[src/rtl/cp0_exc_ctrl_pkg.sv]
// Shared CP0 definitions: register numbers, SR/Cause field layout and exception codes.
package cp0_exc_ctrl_pkg;

  typedef enum logic [4:0] {
    CP0_SR    = 5'd12,
    CP0_CAUSE = 5'd13,
    CP0_EPC   = 5'd14,
    CP0_PRID  = 5'd15
  } cp0_reg_e;

  typedef enum logic [4:0] {
    EXC_INT  = 5'd0,
    EXC_ADEL = 5'd4,
    EXC_ADES = 5'd5,
    EXC_RI   = 5'd10,
    EXC_OV   = 5'd12
  } exc_code_e;

  localparam int unsigned SR_IM_LO  = 10;
  localparam int unsigned SR_IM_HI  = 15;
  localparam int unsigned SR_EXL    = 1;
  localparam int unsigned SR_IE     = 0;
  localparam int unsigned CAUSE_BD  = 31;

endpackage

[src/rtl/cp0_int_arbiter.sv]
// Combinational interrupt/exception arbiter; interrupts win over synchronous exceptions.
module cp0_int_arbiter
  import cp0_exc_ctrl_pkg::*;
(
  input  logic       i_ie,
  input  logic       i_exl,
  input  logic [5:0] i_im,
  input  logic [5:0] i_hwint,
  input  logic [4:0] i_exc_code,
  output logic       o_int_req,
  output logic       o_exc_req,
  output logic [4:0] o_exc_code
);

  always_comb begin
    o_int_req  = i_ie & ~i_exl & (|(i_hwint & i_im));
    o_exc_req  = ~i_exl & (i_exc_code != 5'd0);
    o_exc_code = o_int_req ? EXC_INT : i_exc_code;
  end

endmodule

[src/rtl/cp0_exc_ctrl.sv]
// M-stage CP0 register file (SR/Cause/EPC/PRId) with exception/interrupt request generation.
module cp0_exc_ctrl
  import cp0_exc_ctrl_pkg::*;
#(
  parameter logic [31:0] PRID_VALUE = 32'h0000_2021,
  parameter logic [31:0] KERNEL_PC  = 32'h0000_4180
) (
  input  logic        clk,
  input  logic        reset,
  input  logic [31:0] M_PC,
  input  logic [4:0]  M_exc_code,
  input  logic        M_BD,
  input  logic [5:0]  HWInt,
  input  logic [4:0]  cp0_addr,
  input  logic        cp0_we,
  input  logic [31:0] cp0_din,
  input  logic        eret,
  output logic [31:0] cp0_dout,
  output logic [31:0] epc_out,
  output logic [31:0] handler_pc,
  output logic        int_exc_req
);

  logic [5:0]  r_im;
  logic        r_exl;
  logic        r_ie;
  logic        r_bd;
  logic [5:0]  r_ip;
  logic [4:0]  r_exc_code;
  logic [31:0] r_epc;

  logic        w_int_req;
  logic        w_exc_req;
  logic [4:0]  w_exc_code;
  logic [31:0] w_epc_src;
  logic [31:0] w_sr;
  logic [31:0] w_cause;

  cp0_int_arbiter u_arb (
    .i_ie       (r_ie),
    .i_exl      (r_exl),
    .i_im       (r_im),
    .i_hwint    (HWInt),
    .i_exc_code (M_exc_code),
    .o_int_req  (w_int_req),
    .o_exc_req  (w_exc_req),
    .o_exc_code (w_exc_code)
  );

  always_comb begin
    int_exc_req = w_int_req | w_exc_req;
    w_epc_src   = M_BD ? (M_PC - 32'd4) : M_PC;
    handler_pc  = KERNEL_PC;
  end

  always_ff @(posedge clk) begin
    if (reset) begin
      r_im       <= '0;
      r_exl      <= 1'b0;
      r_ie       <= 1'b0;
      r_bd       <= 1'b0;
      r_ip       <= '0;
      r_exc_code <= '0;
      r_epc      <= '0;
    end else begin
      r_ip <= HWInt;
      // A flush request takes precedence: the mtc0/eret in M is being squashed.
      if (int_exc_req) begin
        r_exl      <= 1'b1;
        r_exc_code <= w_exc_code;
        r_bd       <= M_BD;
        r_epc      <= {w_epc_src[31:2], 2'b00};
      end else if (eret) begin
        r_exl <= 1'b0;
      end else if (cp0_we) begin
        case (cp0_addr)
          CP0_SR: begin
            r_im  <= cp0_din[SR_IM_HI:SR_IM_LO];
            r_exl <= cp0_din[SR_EXL];
            r_ie  <= cp0_din[SR_IE];
          end
          CP0_EPC: r_epc <= {cp0_din[31:2], 2'b00};
          default: ;
        endcase
      end
    end
  end

  always_comb begin
    w_sr    = {16'h0000, r_im, 8'h00, r_exl, r_ie};
    w_cause = {r_bd, 15'h0000, r_ip, 3'b000, r_exc_code, 2'b00};
    case (cp0_addr)
      CP0_SR:    cp0_dout = w_sr;
      CP0_CAUSE: cp0_dout = w_cause;
      CP0_EPC:   cp0_dout = r_epc;
      CP0_PRID:  cp0_dout = PRID_VALUE;
      default:   cp0_dout = '0;
    endcase
    epc_out = (cp0_we && cp0_addr == CP0_EPC) ? {cp0_din[31:2], 2'b00} : r_epc;
  end

endmodule

[config.mk]
export PLATFORM = sky130hd
export DESIGN_NAME = cp0_exc_ctrl
export DESIGN_NICKNAME = d
export VERILOG_FILES = /design/src/rtl/cp0_exc_ctrl_pkg.sv /design/src/rtl/cp0_int_arbiter.sv /design/src/rtl/cp0_exc_ctrl.sv
export SDC_FILE = /design/constraint.sdc
export NUM_CORES = 1
export LEC_CHECK = 0
export ABC_AREA = 1
export BUFFER_PORTS_ARGS = -buffer_cell sky130_fd_sc_hd__buf_2
export CORE_MARGIN = 3
export CORE_UTILIZATION = 49
export CTS_BUF_LIST = sky130_fd_sc_hd__clkbuf_4 sky130_fd_sc_hd__clkbuf_8 sky130_fd_sc_hd__clkbuf_16
export DETAILED_ROUTE_END_ITERATION = 10
export GPL_TIMING_DRIVEN = 0
export PLACE_DENSITY = 0.9
export SYNTH_ARGS = -nofsm -noshare
export SYNTH_HDL_FRONTEND = slang
export SYNTH_SLANG_ARGS = --single-unit
[constraint.sdc]
create_clock -name clk -period 1.7 [get_ports clk]
set_clock_uncertainty 0.1 [all_clocks]
set_input_delay 0.085 -clock clk [delete_from_list [all_inputs] [get_ports clk]]
set_output_delay 0.085 -clock clk [all_outputs]
set_load 0.02 [all_outputs]
Word-level counts from Yosys, hierarchy flattened
Index checks and enable logic that the tools add are counted.
Cells by class
  add/sub/neg operators: 1
  eq/ne operators: 5
  muxes and demuxes: 12
  bitwise logic cells: 8
  reductions and logical operators: 10
Operator list (number)
  $mux W32: 6
  $pmux W32 S4: 1
  $sub A32 B3 Y32 const B: 1
  $eq A5 B4 Y1 const B: 4
  $and A6 B6 Y6: 1
  $reduce_bool A3 Y1: 2
  $reduce_or A6 Y1: 1
  $mux W5: 1
  $reduce_bool A5 Y1: 1
  $mux W1: 4
  $reduce_and A4 Y1: 1
  $reduce_bool A2 Y1: 2
  $and A1 B1 Y1: 3
  $not A1 Y1: 3
  $reduce_and A3 Y1: 1
  $ne A2 B1 Y1 const B: 1
  $reduce_and A2 Y1: 1
  $logic_and A1 B1 Y1: 1
  $or A1 B1 Y1: 1
Storage, ports and cells
  register bits: 50
  output and inout port bits: 97
  logic and storage cells: 43

Depth between registers and ports, before layout
Gate-level depths: netlist of run 1.
  depth in word-level cells: 6
  mapped depth: 12
  mapped depth without buffers: 12

Cells and area by module
Synthesis of run 1 repeated with hierarchy kept, for this count alone.
Second synthesis, totals
  cells, all modules: 694
  area total of the unflattened synthesis: 4115.2 µm²
By module, submodules not included
  cp0_exc_ctrl: instances 1, cells each 665, area each 3978.8 µm²
  cp0_int_arbiter: instances 1, cells each 29, area each 136.4 µm²

Least setup slack after synthesis of run 1
OpenSTA, ideal clock, no wires.
  path kind: register -> register
  start point: reg r_im[5]
  end point: reg r_epc[15]
  arrival: 1.262 ns
  slack: 0.268 ns
  stages on the path, launching flop included: 10
  path buffers: 2
  path through: dfxtp_1 inv_1 o21ai_1 o21ai_2 nand2_2 buf_6 nor2_8 buf_12 nand2_2 a21oi_2
Between the ends
  cells in the longest elaborated chain, start to end: 6
  elaborated cells on any way between the ends: 9
  those cells by class: eq/ne (1); mux (1); bitwise (3); reduce/logical (4)
Ends and longest elaborated chain
  start: declaration: line cp0_exc_ctrl.sv:24  | logic [5:0] r_im;
  start signal: assignment: line cp0_exc_ctrl.sv:78  | r_im <= cp0_din[SR_IM_HI:SR_IM_LO];
  $and A6 B6 Y6 *: line cp0_int_arbiter.sv:16  | o_int_req = i_ie & ~i_exl & (|(i_hwint & i_im));
  $reduce_or A6 Y1 *: line cp0_int_arbiter.sv:16
  $and A1 B1 Y1 *: line cp0_int_arbiter.sv:16
  $or A1 B1 Y1 *: line cp0_exc_ctrl.sv:51  | int_exc_req = w_int_req | w_exc_req;
  $ne A2 B1 Y1 (no line) / $reduce_bool A2 Y1 (equally long branches)
  $reduce_and A3 Y1 (no line)
  end signal: assignment: line cp0_exc_ctrl.sv:72  | r_epc <= {w_epc_src[31:2], 2'b00};
  end signal: assignment: line cp0_exc_ctrl.sv:82  | CP0_EPC: r_epc <= {cp0_din[31:2], 2'b00};
  end: declaration: line cp0_exc_ctrl.sv:30  | logic [31:0] r_epc;
Mark *: on every way between the ends. The rest lies on a longest branch, timed or not.
A chain may end at the register's enable or synchronous reset.

Worst setup path in the final report of run 1
  start point: reg r_im[3]
  end point: out int_exc_req
Between the ends
  cells in the longest elaborated chain, start to end: 4
Ends and longest elaborated chain
  $and A6 B6 Y6: line cp0_int_arbiter.sv:16
  $reduce_or A6 Y1: line cp0_int_arbiter.sv:16
  $and A1 B1 Y1: line cp0_int_arbiter.sv:16
  $or A1 B1 Y1: line cp0_exc_ctrl.sv:51
  end: declaration: line cp0_exc_ctrl.sv:21  | output logic int_exc_req
Every way passes these cells.

==> results of run 1 <==
## placed cells by master (no fill, tap or decap), types with 9 or more instances in the layout
cell,count
sky130_fd_sc_hd__nand2_1,174
sky130_fd_sc_hd__buf_2,147
sky130_fd_sc_hd__nor2_1,105
sky130_fd_sc_hd__inv_1,88
sky130_fd_sc_hd__dfxtp_1,49
sky130_fd_sc_hd__buf_4,48
sky130_fd_sc_hd__nand3_1,34
sky130_fd_sc_hd__conb_1,34
sky130_fd_sc_hd__o21ai_0,33
sky130_fd_sc_hd__a21oi_2,22
sky130_fd_sc_hd__dlygate4sd3_1,18
sky130_fd_sc_hd__nand2_2,15
sky130_fd_sc_hd__nand4_1,14
sky130_fd_sc_hd__nand2_4,14
sky130_fd_sc_hd__nand3_2,11
sky130_fd_sc_hd__a21oi_1,9
## report_power, final
group          total (W)  internal (W)  switching [W]
sequential       0.00134       0.00126      0.0000777
combinational    0.00123      0.000486       0.000740
clock           0.000718      0.000282       0.000436
total            0.00328       0.00203        0.00125
## tightest hold or removal path, delay by kind of cell
| family | cells | cell delay, ns |
|---|---|---|
| buffers and inverters | 2 | 0.18 |
| AOI/OAI and AO/OA | 1 | 0.12 |
## cell families after synthesis
logic type               after synthesis
other                                  2
AO/OA/AOI/OAI                         98
AND/OR/NAND/NOR                      384
adder cells (fa/ha/maj)                1
flip-flops                            50
XOR/XNOR                              12
buffers and inverters                154
## metrics by stage
stage,setup TNS [ns],std cells
2_1_floorplan,0,733
3_3_place_gp,-1.832,982
3_5_place_dp,-2.580,982
4_1_cts,-0.07732,1009
5_1_grt,-2.622,1018
6_report,-0.6578,1018
## repair_timing
item,CTS,global route
buffers inserted,3,8
gates resized for setup,11,54
hold endpoints to repair,18,0
hold buffers,18,0
gates cloned,0,2
pin swaps,1,22
endpoints found under the setup margin,34,64
## sequential cells by signal, summed over array words and instances, names as in the netlist
| name | cells |
|---|---|
| r_ie | 1 |
| r_ip | 6 |
| r_epc | 30 |
| r_exc_code | 5 |
| r_exl | 1 |
| r_im | 6 |
| r_bd | 1 |
## layer usage
layer,up-vias,share of wire (%)
met5,-,0
met4,0,3.8
met3,64,11
met2,335,47
met1,2328,38
li1,2564,-
## layout make-up
class	instances	area, um2	share of cell area (%)
buffer	59	456.7	7.828
clock inverter	2	15.01	0.2573
timing repair buffer	175	1052	18.04
sequential	50	1002	17.18
multi-input combinational	529	2754	47.20
tap	105	131.4	2.252
clock buffer	5	68.82	1.179
inverter	93	354.1	6.069
## worst paths after layout
| path | to | cells past startpoint |
|---|---|---|
| setup / recovery | int_exc_req | 7 |
| hold / removal | r_bd | 3 |
| setup reg to reg | r_epc[21] | 9 |
| hold reg to reg | r_epc[20] | 2 |
==> results_dict.tcl, run 1 <==
set metrics [dict create \
    detail_route_antenna_nets 0 \
    max_freq_mhz 561.8 \
    cts_sinks 50 \
    setup_repair_after_global_routing_missed_its_margin "true" \
    fillerInstances 688 \
    setup_viol 24 \
    largest_family_of_logic_cells_by_synthesized_area "simple AND/OR/NAND/NOR gates" \
    residual_drc 0 \
    synth_ff_type "sky130_fd_sc_hd__dfxtp_1" \
    regToRegSetupSlack_ns -0.08 \
    status "finished with violations" \
    synth_cells 701 \
    signed_area_change_from_the_synthesized_netlist_to_the_final_layout_pct 37.23 \
    grt.met2_usage_pct 47.62 \
    clock_transition_at_the_registers_of_the_reported_paths_ns 0.10 \
    route.detailed.vias_per_inst 5.197 \
    globalplace.congestion 0.9440 \
    cts-htree-levels 2 \
    synth.cell_area_mm2 0.004252 \
    ys_top_cells_by_area "sky130_fd_sc_hd__dfxtp_1, sky130_fd_sc_hd__nand2_1, sky130_fd_sc_hd__nor2_1" \
    r2r-start "r_im[3]" \
    worst_slew_margin_relative_to_its_limit_pct 51.83 \
    number_of_antenna_violations_at_the_first_check_in_global_routing 0 \
    timing.hold.worst.start "M_BD" \
    synth_edf_count 0 \
    worst_slew_pin_slew_ns 0.7225 \
    fp.dieArea_mm2 0.009831 \
    finish.utilization_pct 69.95 \
    first_global_vias 4803 \
    cts-buffers-inserted 5 \
    grt_usage_pct 28.51 \
    post_synth_xor_area_fraction_pct 2.472 \
    grt_remaining_overflow 0 \
    insertedDiodeCount 0 \
    wl_per_cell_um 14.73 \
    dp_hpwl_um 11000 \
    clk_path_buf_depth 2 \
    arrival_time_at_the_worst_endpoint_ns 1.59 \
    worst_ep_required_time_ns 1.51 \
    synth_top_area_share_pct 23.54 \
    synth_async_sr_flop_share_pct 0 \
    core-area_mm2 0.008341 \
    flip_flop_and_latch_count_after_synthesis 50 \
    cpMaxStageDelayCell "sky130_fd_sc_hd__dfxtp_2" \
    rows 33 \
    starting_density_of_the_core_pct 50.98 \
    top_usage_layer "met2" \
    worst_path_dominant_cell_family "buffers and inverters" \
    worstHoldPathType "primary input to flip-flop" \
    synth_compound_gate_area_share_pct 15.21 \
    power.density_mw_per_mm2 562.4 \
    crit_buf_inv 3 \
    routed_wirelength_um 14990 \
    fp.dieW_um 99.15 \
    clk_latency_ns 0.32 \
    post_synth_most_frequent_cells "sky130_fd_sc_hd__nand2_1, sky130_fd_sc_hd__nor2_1, sky130_fd_sc_hd__inv_1, sky130_fd_sc_hd__dfxtp_1, sky130_fd_sc_hd__nand3_1" \
    timing_worst_setup_path_type "flip-flop to output port" \
    yosys_warn_count 0 \
    ios 182 \
    post_synth_num_cell_types 39 \
    drv.max_cap_violation_count 0 \
    timing.critical_path.slowest_cell_delay_ns 0.35 \
    vdd.ir_drop.worst_uv 353.1 \
    maximum_number_of_pins_on_one_net_before_global_route_repair 16 \
    groute.layer.met1.usage_pct 35.78 \
    violations "negative setup slack" \
    finalCritPeriodShare_pct 104.7 \
    path_max_fanout 8 \
    synth_adder_area_share_pct 0.2943 \
    tritoncts_clock_tree "built" \
    whs_ns 0.001375 \
    yosysTopAreaCell "sky130_fd_sc_hd__dfxtp_1" \
    finalInstanceArea_mm2 0.005834 \
    synth.mux.area_fraction_pct 0 \
    sequential_area_share_after_synthesis_pct 23.54 \
    grt.met3_usage_pct 6.171 \
    num-nets-final 999 \
    finalHoldViolCount 0 \
    first_pass_grt_wire_length_um 22790 \
    drt_first_iter_violations 401 \
    fin_total_pwr_w 0.003281 \
    die_h_um 99.15 \
    synthMostInstantiatedCell "sky130_fd_sc_hd__nand2_1" \
    slew_violations 0 \
    buffer_ports.inserted 144 \
    detailed_place.area_mm2 0.005224 \
    num_vias 5291 \
    synth.avg_cell_area_um2 6.065 \
    critical_path.endpoint_type "output port" \
    cts.root.buffer_cell "sky130_fd_sc_hd__clkbuf_8" \
    post_route_setup_slack_ns -0.07986 \
    yosys.area_share.simple_pct 39.91 \
    drive_gt1_share_pct 33.52 \
    crit_path_cell_trace "nand2_2, nand4_1, o21ai_2, nand2_2, buf_8, buf_8, buf_6" \
    firstDrtPassIters 5 \
    leakage_nw 3.117 \
    worst_setup_path_startpoint "r_im[3]" \
    worstSetupStartpointType "flip-flop" \
    detailedPlace.worstSlack_ns -0.1981 \
    period_minus_slack_ns 1.780 \
]
(Power assumes the default switching activity.)
==> run 2, diff against run 1 <==
--- a/config.mk
+++ b/config.mk
@@ -5,7 +5,7 @@
 export SDC_FILE = /design/constraint.sdc
 export NUM_CORES = 1
 export LEC_CHECK = 0
-export ABC_AREA = 1
+export ABC_AREA = 0
 export BUFFER_PORTS_ARGS = -buffer_cell sky130_fd_sc_hd__buf_2
 export CORE_MARGIN = 3
 export CORE_UTILIZATION = 49
==> run 2 against run 1 <==
The run still ends with negative setup slack left. Largest power group unchanged. Power rose by 10%. Die area fell by 1.6%. Clock power rose by 45%. Non-clock buffer count rose by 30.
==> results_dict.tcl, run 2 <==
set metrics [dict create \
    signed_area_change_from_the_synthesized_netlist_to_the_final_layout_pct 48.23 \
    top_register "r_epc" \
    fp.dieW_um 98.35 \
    synth_top_area_share_pct 23.95 \
    num_vias 5140 \
    cts-htree-levels 2 \
    routed_wirelength_um 16490 \
    clk_path_buf_depth 2 \
    detail_route_antenna_nets 0 \
    clk_latency_ns 0.32 \
    synth_edf_count 0 \
    buffer_ports.inserted 141 \
    timing_worst_setup_path_type "flip-flop to flip-flop" \
    insertedDiodeCount 0 \
    path_max_fanout 10 \
    status "finished with violations" \
    setup_repair_after_global_routing_missed_its_margin "true" \
    worstHoldPathType "primary input to flip-flop" \
    first_pass_grt_wire_length_um 24720 \
    fp.dieArea_mm2 0.009673 \
    die_h_um 98.35 \
    whs_ns 0.003634 \
    largest_register_ffs 30 \
    finalHoldViolCount 0 \
    violations "negative setup slack" \
    core-area_mm2 0.008258 \
    power.density_mw_per_mm2 584.7 \
    route.detailed.vias_per_inst 6.215 \
    grt_remaining_overflow 0 \
    worst_slew_pin_slew_ns 1.170 \
    final_cell_mix "sky130_fd_sc_hd__buf_2, sky130_fd_sc_hd__buf_4, sky130_fd_sc_hd__dfxtp_1" \
    globalplace.congestion 0.9429 \
    dp_hpwl_um 11510 \
    starting_density_of_the_core_pct 50.61 \
    cts.root.buffer_cell "sky130_fd_sc_hd__clkbuf_8" \
    period_minus_slack_ns 1.837 \
    setup_viol 28 \
    maximum_number_of_pins_on_one_net_before_global_route_repair 17 \
    worst_slew_margin_relative_to_its_limit_pct 21.98 \
    ys_top_cells_by_area "sky130_fd_sc_hd__dfxtp_1, sky130_fd_sc_hd__mux2_2, sky130_fd_sc_hd__buf_4" \
    rows 33 \
    synth.avg_cell_area_um2 8.341 \
    worstSetupStartpointType "flip-flop" \
    vdd.ir_drop.worst_uv 391.6 \
    synth.cell_area_mm2 0.004179 \
    finalCritPeriodShare_pct 108.0 \
    post_synth_num_cell_types 60 \
    wl_per_cell_um 19.94 \
    ios 182 \
    slew_violations 0 \
    tritoncts_clock_tree "built" \
    firstDrtPassIters 5 \
    max_freq_mhz 544.5 \
    post-place-cells 779 \
    first_global_vias 4803 \
    critical_path.endpoint_type "flip-flop" \
    yosysTopAreaCell "sky130_fd_sc_hd__dfxtp_1" \
    drt_first_iter_violations 549 \
    leakage_nw 2.705 \
    worst_ep_required_time_ns 1.83 \
    cts-buffers-inserted 5 \
    flip_flop_and_latch_count_after_synthesis 50 \
    cts_sinks 50 \
    tns_ns -1.558 \
    most_common_cell_after_layout_fill_and_taps_aside "sky130_fd_sc_hd__buf_2" \
    synth_cells 501 \
    drv.max_cap_violation_count 0 \
    residual_drc 0 \
    arrival_time_at_the_worst_endpoint_ns 1.96 \
    clock_transition_at_the_registers_of_the_reported_paths_ns 0.10 \
    num-nets-final 807 \
    synth_async_sr_flop_share_pct 0 \
    synthMostInstantiatedCell "sky130_fd_sc_hd__dfxtp_1" \
    post_synth_most_frequent_cells "sky130_fd_sc_hd__dfxtp_1, sky130_fd_sc_hd__clkbuf_1, sky130_fd_sc_hd__buf_4, sky130_fd_sc_hd__mux2_2, sky130_fd_sc_hd__nor2_1" \
    finish.utilization_pct 75.02 \
    finalNonFillerCells 827 \
    detailedPlace.worstSlack_ns -0.7239 \
    yosys_warn_count 0 \
    grt_usage_pct 31.46 \
    post_route_setup_slack_ns -0.1365 \
    drive_gt1_share_pct 43.35 \
    number_of_antenna_violations_at_the_first_check_in_global_routing 0 \
    reg.largest.list "r_epc (30), r_im (6), r_ip (6)" \
    sequential_area_share_after_synthesis_pct 23.95 \
    synth_ff_type "sky130_fd_sc_hd__dfxtp_1" \
]
-- run 2: where the power goes --
| group | total [W] | switching (W) | internal (W) | leakage, nW |
|---|---|---|---|---|
| Clock | 0.00104 | 0.000445 | 0.000590 | 0.0683 |
| Sequential | 0.00134 | 0.0000796 | 0.00126 | 0.418 |
| Combinational | 0.00125 | 0.000713 | 0.000535 | 2.22 |
| Total | 0.00362 | 0.00124 | 0.00238 | 2.71 |
-- run 2: final cells by class --
type | instances | area (um2)
clock inverters | 3 | 68.82
repair buffers | 181 | 1107
well taps | 105 | 131.4
multi-input cells | 393 | 3227
flip-flops and latches | 50 | 1010
fillers | 594 | 2063
plain buffers | 83 | 555.5
clock buffers | 5 | 68.82
inverters | 7 | 26.28
-- run 2: routing by layer --
| metal | up-vias | global-route usage, % | share of wire [%] |
|---|---|---|---|
| li1 | 2306 | - | - |
| met1 | 2406 | 39.75 | 38 |
| met2 | 358 | 52.37 | 48 |
| met3 | 70 | 5.000 | 9.4 |
| met4 | 0 | 14.71 | 4.3 |
| met5 | - | 0 | 0 |
-- run 2: stage by stage --
stage / total power [W] / area, um2
after floorplan: 0.001984 / 4299
after global routing: 0.003731 / 6195
after global placement: 0.002335 / 5136
final: 0.003622 / 6195
after CTS: 0.003527 / 6072
after detailed placement: 0.002354 / 5136
-- run 2: what timing repair did --
| action | CTS | global route |
|---|---|---|
| hold buffers | 26 | 0 |
| endpoints found under the setup margin | 100 | 79 |
| pin swaps | 16 | 14 |
| endpoints found under the hold margin | 26 | 0 |
| cloned | 2 | 0 |
| buffers inserted | 8 | 4 |
| resized for setup | 87 | 40 |
-- run 2: final timing paths --
check,slack [ns],start,end,depth (start not counted)
setup / recovery,-0.14,r_exl,r_epc[23],5
hold / removal,0.004,M_PC[20],r_epc[20],3
hold reg to reg,0.38,r_im[0],r_im[0],2
setup reg to reg,-0.14,r_exl,r_epc[23],5
-- run 2: cell families (layout without fill, tap and decap cells) --
group	Yosys count	after routing	synth area share (%)
AOI/OAI and AO/OA	125	125	22.43
xor gates and xnor gates	8	8	1.677
adders and majority gates	1	1	0.2994
buffers and inverters	90	279	11.53
DFF	50	50	23.95
muxes	53	53	13.59
other	2	34	0.1797
and+or+nand+nor	172	172	26.35
-- run 2: critical path, cell delays in order (launching register included) --
cell and delay, ns:
sky130_fd_sc_hd__dfxtp_2 0.38, sky130_fd_sc_hd__a21oi_1 0.30, sky130_fd_sc_hd__buf_4 0.28, sky130_fd_sc_hd__clkbuf_8 0.28
sky130_fd_sc_hd__o41ai_4 0.13, sky130_fd_sc_hd__a31oi_2 0.28
==> run 3, diff against run 2 <==
--- a/config.mk
+++ b/config.mk
@@ -8,11 +8,12 @@
 export ABC_AREA = 0
 export BUFFER_PORTS_ARGS = -buffer_cell sky130_fd_sc_hd__buf_2
 export CORE_MARGIN = 3
-export CORE_UTILIZATION = 49
+export CORE_UTILIZATION = 47
 export CTS_BUF_LIST = sky130_fd_sc_hd__clkbuf_4 sky130_fd_sc_hd__clkbuf_8 sky130_fd_sc_hd__clkbuf_16
 export DETAILED_ROUTE_END_ITERATION = 10
 export GPL_TIMING_DRIVEN = 0
-export PLACE_DENSITY = 0.9
+export PLACE_DENSITY = 0.89
 export SYNTH_ARGS = -nofsm -noshare
 export SYNTH_HDL_FRONTEND = slang
+export SYNTH_HIERARCHICAL = 1
 export SYNTH_SLANG_ARGS = --single-unit
==> run 3 against run 2 <==
The run ends with negative hold slack, negative setup slack left. First-iteration DRC count rose by 59%. Synthesized cell count fell by 9.6%. Routed wire length rose by 29%. Critical path type unchanged. Critical endpoint is now r_im[2].
==> results_dict.tcl, run 3 <==
set metrics [dict create \
    post_synth_num_cell_types 53 \
    crit_buf_inv 1 \
    synth_compound_gate_area_share_pct 21.01 \
    cpMaxStageDelayCell "sky130_fd_sc_hd__nor4b_4" \
    num_vias 5434 \
    yosys_warn_count 6 \
    most_common_cell_after_layout_fill_and_taps_aside "sky130_fd_sc_hd__buf_2" \
    yosysTopAreaCell "sky130_fd_sc_hd__dfxtp_1" \
    post-place-cells 728 \
    cts_sinks 50 \
    starting_density_of_the_core_pct 50.21 \
    detail_route_antenna_nets 0 \
    status "finished with violations" \
    firstDrtPassIters 6 \
    largest_family_of_logic_cells_by_synthesized_area "simple AND/OR/NAND/NOR gates" \
    arrival_time_at_the_worst_endpoint_ns 2.31 \
    critical_path.endpoint_type "flip-flop" \
    worst_ep_required_time_ns 1.79 \
    finalNonFillerCells 785 \
    worst_slew_pin_slew_ns 0.8773 \
    path_max_fanout 7 \
    synth_adder_area_share_pct 0.3329 \
    post_route_setup_slack_ns -0.5178 \
    buffer_ports.inserted 144 \
    violations "negative hold slack, negative setup slack" \
    synth_async_sr_flop_share_pct 0 \
    first_pass_grt_wire_length_um 25500 \
    dp_hpwl_um 10450 \
    first_global_vias 4782 \
    clk_path_buf_depth 2 \
    finish.utilization_pct 85.36 \
    tns_ns -13.50 \
    synthMostInstantiatedCell "sky130_fd_sc_hd__dfxtp_1" \
    core-area_mm2 0.007486 \
    grt.met2_usage_pct 60.00 \
    clk_latency_ns 0.32 \
    post_synth_xor_area_fraction_pct 3.029 \
    fp.dieW_um 95.43 \
    rows 31 \
    num-nets-final 772 \
    finalInstanceArea_mm2 0.006390 \
    hold_end "r_epc[25]" \
    synth.cell_area_mm2 0.003759 \
    synth_cells 453 \
    worstHoldPathType "primary input to flip-flop" \
    largest_register_ffs 30 \
    whs_ns -0.003007 \
    flip_flop_and_latch_count_after_synthesis 50 \
    max_freq_mhz 450.9 \
    cts.root.buffer_cell "sky130_fd_sc_hd__clkbuf_8" \
    top_usage_layer "met2" \
    r2r-start "r_im[2]" \
    top_register "r_epc" \
    crit_path_cell_trace "a22oi_2, a311oi_4, buf_6, nor4b_4, and3_4, mux2i_1, nor2_1" \
    slew_violations 0 \
    groute.layer.met1.usage_pct 43.73 \
    sequential_area_share_after_synthesis_pct 26.63 \
    worst_slew_margin_relative_to_its_limit_pct 41.51 \
    globalplace.congestion 0.9179 \
    maximum_number_of_pins_on_one_net_before_global_route_repair 15 \
    grt.met3_usage_pct 8.287 \
    ios 182 \
    regToRegSetupSlack_ns -0.52 \
    route.detailed.vias_per_inst 6.922 \
    synth_top_area_share_pct 26.63 \
    finalCritPeriodShare_pct 130.5 \
    detailed_place.area_mm2 0.004795 \
    drt_first_iter_violations 872 \
    leakage_nw 2.885 \
    final_cell_mix "sky130_fd_sc_hd__buf_2, sky130_fd_sc_hd__buf_4, sky130_fd_sc_hd__buf_6" \
    number_of_antenna_violations_at_the_first_check_in_global_routing 0 \
    cts-htree-levels 2 \
    power.density_mw_per_mm2 628.6 \
    worst_path_dominant_cell_family "simple AND/OR/NAND/NOR gates" \
    synth_edf_count 0 \
    cts-buffers-inserted 5 \
    period_minus_slack_ns 2.218 \
    grt_remaining_overflow 0 \
    worst_r2r_endpoint "r_im[2]" \
    drv.max_cap_violation_count 0 \
    vdd.ir_drop.worst_uv 378.1 \
    worstSetupStartpointType "flip-flop" \
    setup_viol 83 \
    post_synth_most_frequent_cells "sky130_fd_sc_hd__dfxtp_1, sky130_fd_sc_hd__and3_1, sky130_fd_sc_hd__a211oi_1, sky130_fd_sc_hd__buf_4, sky130_fd_sc_hd__clkbuf_1" \
    insertedDiodeCount 0 \
    reg.largest.list "r_epc (30), r_im (6), r_ip (6)" \
    yosys.area_share.simple_pct 25.57 \
    finalHoldViolCount 1 \
    min_path_cells 3 \
    wl_per_cell_um 27.01 \
    synth_ff_type "sky130_fd_sc_hd__dfxtp_1" \
    drive_gt1_share_pct 53.94 \
    residual_drc 0 \
    signed_area_change_from_the_synthesized_netlist_to_the_final_layout_pct 70.01 \
    timing.critical_path.slowest_cell_delay_ns 0.37 \
    clock_transition_at_the_registers_of_the_reported_paths_ns 0.10 \
    fp.dieArea_mm2 0.009106 \
    routed_wirelength_um 21210 \
    grt_usage_pct 36.53 \
    setup_repair_after_global_routing_missed_its_margin "true" \
    tritoncts_clock_tree "built" \
    die_h_um 95.43 \
    synth.mux.area_fraction_pct 11.65 \
    ys_top_cells_by_area "sky130_fd_sc_hd__dfxtp_1, sky130_fd_sc_hd__mux2_2, sky130_fd_sc_hd__and3_1" \
    timing.hold.worst.start "M_PC[25]" \
    timing_worst_setup_path_type "flip-flop to flip-flop" \
    r2r_cells 7 \
    synth.avg_cell_area_um2 8.297 \
]
==> run 3: area by class of cell <==
class | instances | area, um2
Timing Repair Buffer | 198 | 1513
Buffer | 70 | 616.8
Clock buffer | 6 | 82.58
Clock inverter | 1 | 30.03
Fill cell | 361 | 1096
Multi-Input combinational cell | 356 | 2997
Sequential cell | 50 | 1008
Inverter | 5 | 18.77
Tap cell | 99 | 123.9
==> run 3: worst reg2reg max path: cells and delay by family, from the launching register on <==
family / cells / cell delay [ns]
AND/OR/NAND/NOR: 3 / 0.81
multiplexers: 1 / 0.28
flip-flops: 1 / 0.34
buffers and inverters: 1 / 0.15
AO/OA/AOI/OAI: 2 / 0.40
==> run 3: report_power, final <==
part | switching, W | total [W] | internal, W
Combinational | 0.000903 | 0.00170 | 0.000795
Sequential | 0.000139 | 0.00141 | 0.00127
Clock | 0.000435 | 0.000907 | 0.000472
Total | 0.00148 | 0.00402 | 0.00254
==> run 3: per-layer routing <==
layer  vias to the layer above  part of all wire (%)
met2                       702                    44
met5                         -                     0
met1                      2410                    32
met3                       223                    15
li1                       2099                     -
met4                         0                   9.1
==> run 3: stage by stage <==
stage / total power, W / setup WS, ns
floorplan: 0.001998 / -0.2190
global placement: 0.002343 / -0.5989
detailed placement: 0.002368 / -0.6070
CTS: 0.003523 / -0.2217
global route: 0.004090 / -0.7301
finish: 0.004017 / -0.5178
==> run 3: repair_timing <==
item,in CTS,in global routing
endpoints found under the hold margin,23,0
gates cloned,4,3
hold buffers,24,0
pin swaps,23,13
setup buffers,16,7
setup endpoints to repair,107,101
gates resized for setup,119,140
==> run 3: how the worst max path moves through the flow <==
stage | from | endpoint | depth (start not counted)
2_1_floorplan | M_PC[18] | r_epc[27] | 6
3_3_place_gp | cp0_addr[0] | cp0_dout[15] | 7
3_5_place_dp | cp0_addr[0] | cp0_dout[10] | 7
4_1_cts | r_im[2] | r_im[1] | 8
5_1_grt | r_im[2] | r_im[5] | 7
6_report | r_im[2] | r_im[2] | 7
==> run 3: cells by family after synthesis <==
| logic type | count (synthesis) |
|---|---|
| AND/OR/NAND/NOR | 164 |
| AO/OA/AOI/OAI | 104 |
| buffers and inverters | 79 |
| flip-flops | 50 |
| multiplexers | 40 |
| XOR/XNOR | 13 |
| other | 2 |
| adder cells (fa/ha/maj) | 1 |
